## config.mk

```make
export PLATFORM = sky130hd
export DESIGN_NAME = lcd1602_textmod
export DESIGN_NICKNAME = d
export VERILOG_FILES = /design/src/rtl/lcd1602_textmod_pkg.sv /design/src/rtl/lcd1602_textmod_bin2bcd.sv /design/src/rtl/lcd1602_textmod.sv
export SDC_FILE = /design/constraint.sdc
export NUM_CORES = 1
export LEC_CHECK = 0
export ABC_AREA = 0
export BUFFER_PORTS_ARGS = -buffer_cell sky130_fd_sc_hd__buf_2
export CAP_MARGIN = 20
export CORE_AREA = 2 2 227 229
export CTS_CLUSTER_SIZE = 40
export DETAILED_ROUTE_END_ITERATION = 8
export DIE_AREA = 0 0 229 231
export PLACE_DENSITY = 0.67
export SYNTH_ARGS = -nofsm -noshare
export SYNTH_HDL_FRONTEND = slang
export SYNTH_SLANG_ARGS = --single-unit
```

## constraint.sdc

```tcl
create_clock -name CLOCK -period 2.37 [get_ports CLOCK]
set_input_delay 0.3555 -clock CLOCK [delete_from_list [all_inputs] [get_ports CLOCK]]
set_output_delay 0.3555 -clock CLOCK [all_outputs]
set_load 0.02 [all_outputs]
```

## src/rtl/lcd1602_textmod_pkg.sv

```systemverilog
// Shared constants, state encodings and a digit helper for the LCD1602 text source
// and any other block that drives or models the controller's line images.
package lcd1602_textmod_pkg;

   localparam logic [7:0] CHAR_SPACE   = 8'h20;
   localparam logic [7:0] CHAR_ZERO    = 8'h30;
   localparam int         LINE_CHARS   = 16;
   localparam int         SCREEN_CHARS = 32;
   localparam int         ADDR_W       = 5;

   typedef enum logic [1:0] {
      F_IDLE,
      F_SHIFT,
      F_WRITE,
      F_DONE
   } fmt_state_t;

   typedef enum logic {
      R_IDLE,
      R_BUSY
   } ref_state_t;

   // ASCII code of one BCD digit
   function automatic logic [7:0] digit_char(input logic [3:0] nib);
      return CHAR_ZERO + {4'h0, nib};
   endfunction

endpackage

```

## src/rtl/lcd1602_textmod_bin2bcd.sv

```systemverilog
// Sequential double-dabble converter: one binary bit per cycle, MSB first.
// done is high during the final shift cycle; bcd holds its result until the next start.
module lcd1602_textmod_bin2bcd #(
   parameter int NUM_W  = 16,
   parameter int DIGITS = 5
) (
   input  logic                clk,
   input  logic                rst_n,
   input  logic                start,
   input  logic [NUM_W-1:0]    bin,
   output logic [4*DIGITS-1:0] bcd,
   output logic                done
);

   localparam int CNT_W = $clog2(NUM_W);

   logic [NUM_W-1:0]    bin_sh;
   logic [CNT_W-1:0]    bit_cnt;
   logic                run;
   logic [4*DIGITS-1:0] bcd_adj;
   logic                unused_msb;

   // add-3 correction on every nibble that is 5 or more before it is doubled
   always_comb begin
      bcd_adj = bcd;
      for (int i = 0; i < DIGITS; i++) begin
         if (bcd[4*i +: 4] > 4'd4) bcd_adj[4*i +: 4] = bcd[4*i +: 4] + 4'd3;
      end
   end

   // the top BCD bit is shifted out: values wider than DIGITS digits keep only the low digits
   assign unused_msb = bcd_adj[4*DIGITS-1];
   assign done       = run && (bit_cnt == CNT_W'(NUM_W - 1));

   // load on start, then shift one bit per cycle for NUM_W cycles
   always_ff @(posedge clk or negedge rst_n) begin
      if (!rst_n) begin
         bin_sh  <= '0;
         bcd     <= '0;
         bit_cnt <= '0;
         run     <= 1'b0;
      end else if (start) begin
         bin_sh  <= bin;
         bcd     <= '0;
         bit_cnt <= '0;
         run     <= 1'b1;
      end else if (run) begin
         bcd     <= {bcd_adj[4*DIGITS-2:0], bin_sh[NUM_W-1]};
         bin_sh  <= {bin_sh[NUM_W-2:0], 1'b0};
         bit_cnt <= bit_cnt + 1'b1;
         if (done) run <= 1'b0;
      end
   end

endmodule

```

## src/rtl/lcd1602_textmod.sv

```systemverilog
// 32-cell shadow screen feeding the LCD1602 controller. Accepts char writes and
// renders unsigned numbers as right-aligned decimal, then hands frozen line images
// to the controller through the oCall/iDone handshake.
// Build option: define LCD1602_ZERO_BLANK_EN to print leading zeros as spaces.
module lcd1602_textmod
   import lcd1602_textmod_pkg::*;
#(
   parameter int         NUM_W     = 16,
   parameter int         DIGITS    = 5,
   parameter logic [7:0] INIT_CHAR = CHAR_SPACE
) (
   input  logic              CLOCK,
   input  logic              RST_n,
   input  logic              iWrEn,
   input  logic [ADDR_W-1:0] iWrAddr,
   input  logic [7:0]        iWrChar,
   input  logic              iNumCall,
   input  logic [NUM_W-1:0]  iNum,
   input  logic [ADDR_W-1:0] iNumPos,
   output logic              oNumBusy,
   output logic              oNumDone,
   output logic [127:0]      line_rom1,
   output logic [127:0]      line_rom2,
   output logic              oCall,
   input  logic              iDone
);

   localparam int            K_W    = (DIGITS > 1) ? $clog2(DIGITS) : 1;
   localparam logic [K_W-1:0] K_LAST = K_W'(DIGITS - 1);

   fmt_state_t          f_state, f_next;
   ref_state_t          r_state, r_next;
   logic [ADDR_W-1:0]   num_pos;
   logic [K_W-1:0]      dig_k;
   logic [4*DIGITS-1:0] bcd;
   logic                bcd_start, bcd_done;
   logic                fmt_wr;
   logic [3:0]          fmt_nib;
   logic [7:0]          fmt_char;
   logic                wr_any;
   logic [ADDR_W-1:0]   wr_addr;
   logic [7:0]          wr_data;
   logic [7:0]          shadow [SCREEN_CHARS];
   logic                dirty, snap;
   logic [127:0]        img1, img2;

   assign bcd_start = (f_state == F_IDLE) && iNumCall;

   lcd1602_textmod_bin2bcd #(
      .NUM_W (NUM_W),
      .DIGITS(DIGITS)
   ) u_bin2bcd (
      .clk  (CLOCK),
      .rst_n(RST_n),
      .start(bcd_start),
      .bin  (iNum),
      .bcd  (bcd),
      .done (bcd_done)
   );

   // formatter state register
   // NOTE: clocked state uses non-blocking assignments so every flop samples pre-edge values.
   always_ff @(posedge CLOCK or negedge RST_n) begin
      if (!RST_n) f_state <= F_IDLE;
      else        f_state <= f_next;
   end

   // formatter next state; a char write steals the shadow port and stalls the digit write
   // NOTE: defaults first, so no path through the block leaves a variable unassigned (no latch).
   always_comb begin
      f_next = f_state;
      fmt_wr = 1'b0;
      case (f_state)
         F_IDLE:  if (iNumCall) f_next = F_SHIFT;
         F_SHIFT: if (bcd_done) f_next = F_WRITE;
         F_WRITE: begin
            if (!iWrEn) begin
               fmt_wr = 1'b1;
               if (dig_k == K_LAST) f_next = F_DONE;
            end
         end
         F_DONE:  f_next = F_IDLE;
         default: f_next = F_IDLE;
      endcase
   end

   assign oNumBusy = (f_state != F_IDLE);
   assign oNumDone = (f_state == F_DONE);

   // position and digit index, captured on accept and advanced per written digit
   always_ff @(posedge CLOCK or negedge RST_n) begin
      if (!RST_n) begin
         num_pos <= '0;
         dig_k   <= '0;
      end else if (bcd_start) begin
         num_pos <= iNumPos;
         dig_k   <= '0;
      end else if (fmt_wr) begin
         dig_k   <= dig_k + 1'b1;
      end
   end

   // select the current digit, most significant first
   always_comb begin
      fmt_nib = 4'h0;
      for (int i = 0; i < DIGITS; i++) begin
         if (dig_k == K_W'(i)) fmt_nib = bcd[4*(DIGITS-1-i) +: 4];
      end
   end

`ifdef LCD1602_ZERO_BLANK_EN
   logic lead_zero;

   // stays set while every digit written so far was a zero
   always_ff @(posedge CLOCK or negedge RST_n) begin
      if (!RST_n)                            lead_zero <= 1'b1;
      else if (bcd_start)                    lead_zero <= 1'b1;
      else if (fmt_wr && (fmt_nib != 4'h0))  lead_zero <= 1'b0;
   end

   // the units digit is always shown so that zero renders as "0"
   assign fmt_char = (lead_zero && (fmt_nib == 4'h0) && (dig_k != K_LAST)) ?
                     CHAR_SPACE : digit_char(fmt_nib);
`else
   assign fmt_char = digit_char(fmt_nib);
`endif

   // single write port: external char writes win, digit address wraps 31 -> 0
   assign wr_any  = iWrEn | fmt_wr;
   assign wr_addr = iWrEn ? iWrAddr : (num_pos + ADDR_W'(dig_k));
   assign wr_data = iWrEn ? iWrChar : fmt_char;

   // shadow screen
   // NOTE: this memory is reset because a blank screen must be visible right after reset.
   always_ff @(posedge CLOCK or negedge RST_n) begin
      if (!RST_n) begin
         for (int i = 0; i < SCREEN_CHARS; i++) shadow[i] <= INIT_CHAR;
      end else if (wr_any) begin
         shadow[wr_addr] <= wr_data;
      end
   end

   // pack shadow cells into line images, leftmost char in the top byte
   always_comb begin
      img1 = '0;
      img2 = '0;
      for (int i = 0; i < LINE_CHARS; i++) begin
         img1[127-8*i -: 8] = shadow[i];
         img2[127-8*i -: 8] = shadow[LINE_CHARS+i];
      end
   end

   assign snap = (r_state == R_IDLE) && dirty;

   // refresh state register
   always_ff @(posedge CLOCK or negedge RST_n) begin
      if (!RST_n) r_state <= R_IDLE;
      else        r_state <= r_next;
   end

   // refresh next state: snapshot when dirty, wait for the controller's iDone
   always_comb begin
      r_next = r_state;
      case (r_state)
         R_IDLE:  if (dirty) r_next = R_BUSY;
         R_BUSY:  if (iDone) r_next = R_IDLE;
         default: r_next = R_IDLE;
      endcase
   end

   assign oCall = (r_state == R_BUSY);

   // dirty flag: a write in the snapshot cycle wins, forcing another refresh
   always_ff @(posedge CLOCK or negedge RST_n) begin
      if (!RST_n)      dirty <= 1'b1;
      else if (wr_any) dirty <= 1'b1;
      else if (snap)   dirty <= 1'b0;
   end

   // line images change only on a snapshot, so they stay frozen while the controller works
   always_ff @(posedge CLOCK or negedge RST_n) begin
      if (!RST_n) begin
         line_rom1 <= {LINE_CHARS{INIT_CHAR}};
         line_rom2 <= {LINE_CHARS{INIT_CHAR}};
      end else if (snap) begin
         line_rom1 <= img1;
         line_rom2 <= img2;
      end
   end

endmodule

```

==> impl_summary.log, run 1 <==
[metrics] number of antenna violations at the first check in global routing: 6
[metrics] crit path DAT: between 3 and 4 ns
[metrics] sequential share of the synthesized area: 0.632
[metrics] RSZ-0062 raised after global routing: yes
[metrics] placed instance area: about 0.026 mm2
[metrics] Max Root-Sink Buffers: 3
[metrics] Total Wirelength: about 54 mm
[metrics] number of enable-type register cells in the synthesized netlist: 0
[metrics] Final Hold Fails: 0
[metrics] DRC violations left: 0
[metrics] Yosys warnings: 0
[metrics] synth unique cells: 55
[metrics] clk_skew: between 0.015 and 0.02 ns
[metrics] prevailing post-synth register cell: sky130_fd_sc_hd__dfrtp_1
[metrics] final instance count without filler cells: 2598
[metrics] total placed cells including tap cells: 2453
[metrics] layout overhead on the synthesized area: 26.0%
[metrics] crit-path max FO: 8
[metrics] clock slew seen by the registers of the worst setup and hold paths: 0.06 ns
[metrics] clock tree sinks: 565
[metrics] number of cell instances on the worst register-to-register path: 9
[metrics] Peak supply drop: about 0.55 mV
[metrics] startpoint of the lowest-slack hold path: iNumPos[0]
[metrics] vias post-DR: around 13000
[metrics] area of the mapped netlist: 0.0225 mm2
[metrics] Area contributors post-synth: sky130_fd_sc_hd__dfrtp_1 56%, sky130_fd_sc_hd__mux2_2 26%, sky130_fd_sc_hd__dfstp_2 7.6%
[metrics] least setup slack across all paths after layout: -0.198 ns
[metrics] ordered list of cells on the worst path: ha_2 > fa_2 > buf_6 > xor2_4 > o32a_1 > a21boi_4 > buf_12 > nor2_4 > mux2_2
[metrics] asr flop ratio synth: 1.00
[metrics] portion of the clock cycle consumed by the worst path in the final layout: 1.08
[metrics] leakage power of the design: ~0.014 uW
[metrics] detailed route wirelength on metal2: approximately 27 mm
[metrics] grt total ovfl: 0
[metrics] Worst-Skew Late Latency: about 0.61 ns
[metrics] Hold Crit Depth: 2
[metrics] estimated wirelength of the detail-placed design: around 36 mm
[metrics] data required time at the worst endpoint: roughly 2.9 ns
[metrics] CORE AREA: 0.0507 mm2
[metrics] launch instance of the worst register-to-register path: dig_k[0]
[metrics] horizontal extent of the die: roughly 230 um
[metrics] run status: finished with violations
[metrics] Avg Cell Area, Syn: approximately 15 um2
[metrics] finished layout cell area: ~0.028 mm2
[metrics] violated checks: setup timing
[metrics] buffer and inverter count on the worst path: 2
[metrics] path type of the worst setup path: flop to flop
[metrics] area enclosed by the die boundary: approximately 0.053 mm2
[metrics] Slowest Stage Delay on Critical Path: 0.38 ns
[metrics] max_slew headroom: 0.281
[metrics] sum of routed wire segments on met1: around 24 mm
[metrics] Hold Path Sink: num_pos[0]
[metrics] count of routing violations after the opening detailed-route iteration: between 700 and 800
[metrics] hold crit path type: input port to flop
[metrics] final routed wire length divided by cell count: 20.9 um
[metrics] final antenna-violating net count: 0
[metrics] vias in the first global route: 14086
[metrics] die span in y: about 230 um
[metrics] area share of the largest cell type after synthesis: 0.557
[metrics] top routing layer in use: met5
[metrics] per-cell via count in the routed design: ~5.1
[metrics] Setup violations, final: around 260
[metrics] level count of the clock H-tree: 2
[metrics] number of filler cells placed in the layout: just over 4000
[metrics] GPL Wtd Cong: ~0.80
[metrics] number of flip-flops and latches in the synthesized netlist: ~570
[metrics] number of rows in the core area: 83
[metrics] delay-heaviest family, CP: adder cells
[metrics] cell at the root of the clock tree: sky130_fd_sc_hd__clkbuf_16
[metrics] effective utilization at floorplan: 0.444
[metrics] Max Slew Vio Count: 0
[metrics] met3 wire length: ~2.3 mm
[metrics] number of buffers inserted during clock tree synthesis: 56
[metrics] total negative slack for setup checks: -28.69 ns
[metrics] layout cell share with drive strength beyond 1: 0.590
[metrics] cell with the largest stage delay on the worst path: sky130_fd_sc_hd__dfrtp_1
[metrics] startpoint type of the worst setup path: flop
[metrics] total power density per cell area: roughly 990 mW/mm2
[metrics] maximum capacitance violations: 0
[metrics] area leader, netlist: sky130_fd_sc_hd__dfrtp_1
[metrics] aggregate global-route resource usage: 0.206
[metrics] detailed-routing iteration count for the pre-antenna-repair pass: 4
[metrics] most instantiated cells after synthesis: 515 x sky130_fd_sc_hd__mux2_2, 500 x sky130_fd_sc_hd__dfrtp_1, 66 x sky130_fd_sc_hd__clkbuf_1
[metrics] end of the worst register-to-register path: img2[99]
[metrics] most used standard cell by instance count after synthesis: sky130_fd_sc_hd__mux2_2
[metrics] maximum clock frequency: around 390 MHz
[metrics] number of top-level pins: a little under 300
[metrics] transition time at the pin with the least slew margin: between 1 and 1.5 ns
[metrics] Mapped Nets: 1530
[metrics] crit path time final: 2.57 ns
[metrics] wire length of the first global-routing pass: 83.9 mm
[metrics] port buffer count: between 200 and 300
[metrics] reg2reg setup slack: -0.20 ns
[metrics] TritonCTS clock tree: built
[metrics] sort of element at the end of the critical path: flop
[metrics] largest net degree at the start of global routing: 96
[metrics] Net count, final: 1927
[metrics] Syn Inst Count: between 1000 and 1500
## worst max path at each step
stage | start | cells past startpoint | slack (ns) | to
after global placement | num_pos[0] | 7 | -0.26 | img2[63]
after floorplan | dig_k[0] | 7 | -0.08 | img1[64]
after CTS | dig_k[0] | 10 | -0.21 | img2[120]
after global routing | dig_k[0] | 10 | -0.26 | img2[110]
final | dig_k[0] | 9 | -0.20 | img2[99]
after detailed placement | num_pos[0] | 7 | -0.27 | img2[57]
## through the flow
step	hold slack, ns	power, uW	util	setup slack, ns
6_report	0.0700	27900	0.559	-0.198
5_1_grt	0.0285	29100	0.559	-0.263
3_3_place_gp	0.365	18500	0.506	-0.258
2_1_floorplan	0.0599	16200	-	-0.0840
3_5_place_dp	0.368	18700	0.506	-0.273
4_1_cts	0.0218	28200	0.556	-0.214
## layer usage
layer  vias up  global-route usage
met4         6              0.0515
met1      6985               0.283
met3        64              0.0352
li1       6006                   -
met2       246               0.342
met5         -                   0
## registers in the layout (all words and copies together), names as in the netlist
register	cells
img1	128
img2	128
line_rom1	128
line_rom2	128
u_bin2bcd.bcd	20
u_bin2bcd.bin_sh	16
num_pos	5
u_bin2bcd.bit_cnt	4
dig_k	3
f_state	2
dirty	1
oCall	1
u_bin2bcd.run	1
## worst reg2reg max path, delay by kind of cell (launching register included)
| family | cells | cell delay [ns] |
|---|---|---|
| fa+ha+maj | 2 | 0.59 |
| simple gates | 1 | 0.22 |
| xor+xnor | 1 | 0.15 |
| flops | 1 | 0.38 |
| mux | 1 | 0.37 |
| buf+inv | 2 | 0.29 |
| compound gates | 2 | 0.47 |
## timing repair
item / CTS / global route
setup endpoints to repair: 256 / 256
endpoints found under the hold margin: 71 / 0
hold buffers: 22 / 0
pin swaps: 14 / 10
buffers inserted: 11 / 7
resized for setup: 36 / 16
## power breakdown
part | total (uW) | switching [uW] | internal (uW)
clock | 9340 | 3680 | 5660
combinational | 5740 | 3180 | 2570
sequential | 12800 | 1150 | 11700
## layout by cell type, fill, tap and decap left out, types with 9 or more instances in the layout
cell,Yosys,routed
sky130_fd_sc_hd__clkbuf_16,0,57
sky130_fd_sc_hd__mux2_2,515,477
sky130_fd_sc_hd__clkbuf_1,66,13
sky130_fd_sc_hd__nand2_1,33,33
sky130_fd_sc_hd__ha_1,19,17
sky130_fd_sc_hd__a21oi_1,23,21
sky130_fd_sc_hd__buf_12,0,32
sky130_fd_sc_hd__mux2i_1,25,25
sky130_fd_sc_hd__o21ai_0,31,31
sky130_fd_sc_hd__inv_1,22,22
sky130_fd_sc_hd__buf_2,2,296
sky130_fd_sc_hd__dlygate4sd3_1,0,22
sky130_fd_sc_hd__nor2_1,34,32
sky130_fd_sc_hd__clkbuf_8,0,19
sky130_fd_sc_hd__dfrtp_1,500,499
sky130_fd_sc_hd__mux2_4,0,41
sky130_fd_sc_hd__nor2_4,6,16
sky130_fd_sc_hd__buf_4,1,54
sky130_fd_sc_hd__dfstp_2,65,65
sky130_fd_sc_hd__nand2_4,0,9
## area by class of cell
type,instances,area (um2),area share
tap,680,851,0.0300
multi-input combinational,814,8380,0.296
clock inverter,16,241,0.00853
timing repair buffer,409,2810,0.0991
clock buffer,89,1740,0.0613
antenna,3,7.51,0.000265
sequential,565,14200,0.502
inverter,22,82.6,0.00292
## logic make-up (layout without fill, tap and decap cells)
logic type      Yosys count  in the layout  share of synthesized area
flops                   565            565                      0.632
mux                     547            547                      0.273
simple gates            142            142                     0.0342
compound gates           94             94                     0.0288
buf+inv                  92            536                     0.0156
fa+ha+maj                20             20                     0.0115
xor+xnor                 11             11                    0.00429
other cells               0              3                          0
Note: power is estimated with default switching activity, not from simulation.
==> inputs of run 2 (changes only) <==
- MAX_ROUTING_LAYER: unset -> met4
- REMOVE_ABC_BUFFERS: unset -> 1
==> run 2 against run 1 <==
Compared with the run above:
- worst setup slack improved by 0.021 ns
- routed wire length shrank 1.8%
- combinational power up 1%
- the flow still finishes with violations (setup timing)
- core utilization rose by 0.59 points
- maximum frequency up 0.83%
- die area unchanged
- clock-buffer cell count rose by 2
- first-iteration DRC count is 19% lower
- sequential share of layout area is 0.52 points lower
- worst hold slack improved by 0.016 ns
- clock skew rose by 0.0062 ns
==> impl_summary.log, run 2 (synthesis results as in run 1) <==
[metrics] startpoint type of the worst setup path: flop
[metrics] Slowest Stage Delay on Critical Path: between 0.3 and 0.4 ns
[metrics] commonest cells after routing, fill and taps aside: 499 x sky130_fd_sc_hd__dfrtp_1, 463 x sky130_fd_sc_hd__mux2_2, 296 x sky130_fd_sc_hd__buf_2
[metrics] per-cell via count in the routed design: between 5 and 6
[metrics] cell at the root of the clock tree: sky130_fd_sc_hd__clkbuf_16
[metrics] max_slew headroom: 0.557
[metrics] maximum capacitance violations: 0
[metrics] die span in y: between 200 and 250 um
[metrics] reg2reg setup slack: -0.18 ns
[metrics] Net count, final: 1941
[metrics] wire length of the first global-routing pass: slightly above 80 mm
[metrics] vias in the first global route: around 14000
[metrics] leakage power of the design: approximately 0.014 uW
[metrics] largest net degree at the start of global routing: 76
[metrics] number of top-level pins: 298
[metrics] CORE AREA: a little over 0.05 mm2
[metrics] worst-case hold slack: ~0.087 ns
[metrics] Peak supply drop: 0.669 mV
[metrics] area enclosed by the die boundary: around 0.053 mm2
[metrics] sort of element at the end of the critical path: flop
[metrics] most common cell after layout, fill and taps aside: sky130_fd_sc_hd__dfrtp_1
[metrics] vias post-DR: approximately 13000
[metrics] number of rows in the core area: between 80 and 90
[metrics] horizontal extent of the die: ~230 um
[metrics] effective utilization at floorplan: 0.444
[metrics] Max Root-Sink Buffers: 3
[metrics] hold crit path type: input port to flop
[metrics] ordered list of cells on the worst path: ha_2 > fa_2 > a21o_1 > mux2i_4 > buf_6 > a31o_4 > buf_12 > nand2_8 > mux2_4
[metrics] total placed cells including tap cells: approximately 2500
[metrics] Final Hold Fails: 0
[metrics] DRC violations left: 0
[metrics] aggregate global-route resource usage: 0.209
[metrics] TritonCTS clock tree: built
[metrics] port buffer count: slightly below 300
[metrics] final routed wire length divided by cell count: about 20 um
[metrics] level count of the clock H-tree: 2
[metrics] post-place setup slack: -0.630 ns
[metrics] RSZ-0062 raised after global routing: yes
[metrics] crit-path max FO: 8
[metrics] Setup violations, final: between 200 and 300
[metrics] Max Slew Vio Count: 0
[metrics] clock slew seen by the registers of the worst setup and hold paths: 0.06 ns
[metrics] violated checks: setup timing
[metrics] count of routing violations after the opening detailed-route iteration: about 600
[metrics] number of antenna violations at the first check in global routing: 7
[metrics] final instance count without filler cells: 2617
[metrics] crit path DAT: about 3.0 ns
[metrics] transition time at the pin with the least slew margin: 0.665 ns
[metrics] register cell area after layout: 0.0142 mm2
[metrics] clk_skew: 0.0261 ns
[metrics] cell with the largest stage delay on the worst path: sky130_fd_sc_hd__dfrtp_1
[metrics] portion of the clock cycle consumed by the worst path in the final layout: 1.07
[metrics] layout cell share with drive strength beyond 1: 0.588
[metrics] layout overhead on the synthesized area: 27.3%
[metrics] Total Wirelength: around 53 mm
[metrics] path type of the worst setup path: flop to flop
[metrics] detailed-routing iteration count for the pre-antenna-repair pass: 4
[metrics] GPL Wtd Cong: 0.797
[metrics] number of filler cells placed in the layout: between 4000 and 5000
[metrics] run status: finished with violations
[metrics] maximum clock frequency: roughly 390 MHz
[metrics] number of buffers inserted during clock tree synthesis: 58
[metrics] final total power: around 28000 uW
[metrics] estimated wirelength of the detail-placed design: 34.9 mm
[metrics] final antenna-violating net count: 0
[metrics] finished layout cell area: about 0.029 mm2
[metrics] data required time at the worst endpoint: about 2.9 ns
[metrics] least setup slack across all paths after layout: -0.176 ns
[metrics] grt total ovfl: 0
[metrics] Worst-Skew Late Latency: 0.61 ns
[metrics] clock tree sinks: around 570
[metrics] total power density per cell area: 975 mW/mm2
[metrics] multi-input gate area in the final layout: 0.00844 mm2
[metrics] crit path time final: roughly 2.5 ns
[metrics] placed instance area: around 0.026 mm2
[run 2: cell count changes in the layout (fill, tap and decap cells not counted), sizes merged]
cell,before,now
clkinvlp,0,2
inv,25,23
clkbuf,89,91
buf,387,399
clkinv,7,9
diode,3,6
[run 2: worst max-delay path, delay by kind of cell (launching register included)]
family | cells | cell delay, ns
adders and majority gates | 2 | 0.59
AOI/OAI and AO/OA | 2 | 0.52
and+or+nand+nor | 1 | 0.12
muxes | 2 | 0.51
buffers and inverters | 2 | 0.30
DFF | 1 | 0.38
[run 2: cell type report]
cell class / count / share of cell area
flip-flops and latches: 565 / 0.497
clock inverters: 18 / 0.00870
clock buffers: 91 / 0.0603
multi-input cells: 814 / 0.295
inverters: 22 / 0.00289
well taps: 680 / 0.0297
repair buffers: 421 / 0.106
diodes: 6 / 0.000525
[run 2: power by group]
group / internal (uW) / switching [uW] / total (uW) / leakage (uW)
registers: 11700 / 1100 / 12800 / 0.00717
clock network: 5640 / 3690 / 9330 / 0.000968
logic: 2610 / 3180 / 5800 / 0.00591
[run 2: repair_timing]
item	in CTS	in global routing
hold endpoints to repair	51	0
resized for setup	72	34
hold buffers	22	0
endpoints found under the setup margin	256	256
buffers inserted	9	7
pin swaps	14	9
[run 2: path summary, 6_finish.rpt]
| kind | cells past startpoint | start | to |
|---|---|---|---|
| hold / removal | 2 | iNumPos[1] | num_pos[1] |
| hold reg to reg | 1 | img1[81] | line_rom1[81] |
| setup / recovery | 9 | dig_k[0] | img1[36] |
| min in group asynchronous | 2 | RST_n | img2[73] |
| max in group asynchronous | 3 | RST_n | line_rom1[45] |
| setup reg to reg | 9 | dig_k[0] | img1[36] |
[run 2: stage by stage]
stage	util	TNS (ns)
after floorplan	-	-2872.02
after detailed placement	0.507	-92.41
after CTS	0.560	-32.83
final	0.565	-26.50
after global placement	0.507	-88.22
after global routing	0.565	-47.35
[run 2: layer usage]
| layer | global-route usage | routed length (um) | part of all wire | vias up |
|---|---|---|---|---|
| met1 | 0.278 | 23800 | 0.45 | 6953 |
| met5 | - | 0 | 0 | - |
| li1 | - | - | - | 6045 |
| met4 | 0.0519 | 1120 | 0.021 | 0 |
| met2 | 0.334 | 26000 | 0.49 | 257 |
| met3 | 0.0363 | 2330 | 0.044 | 79 |
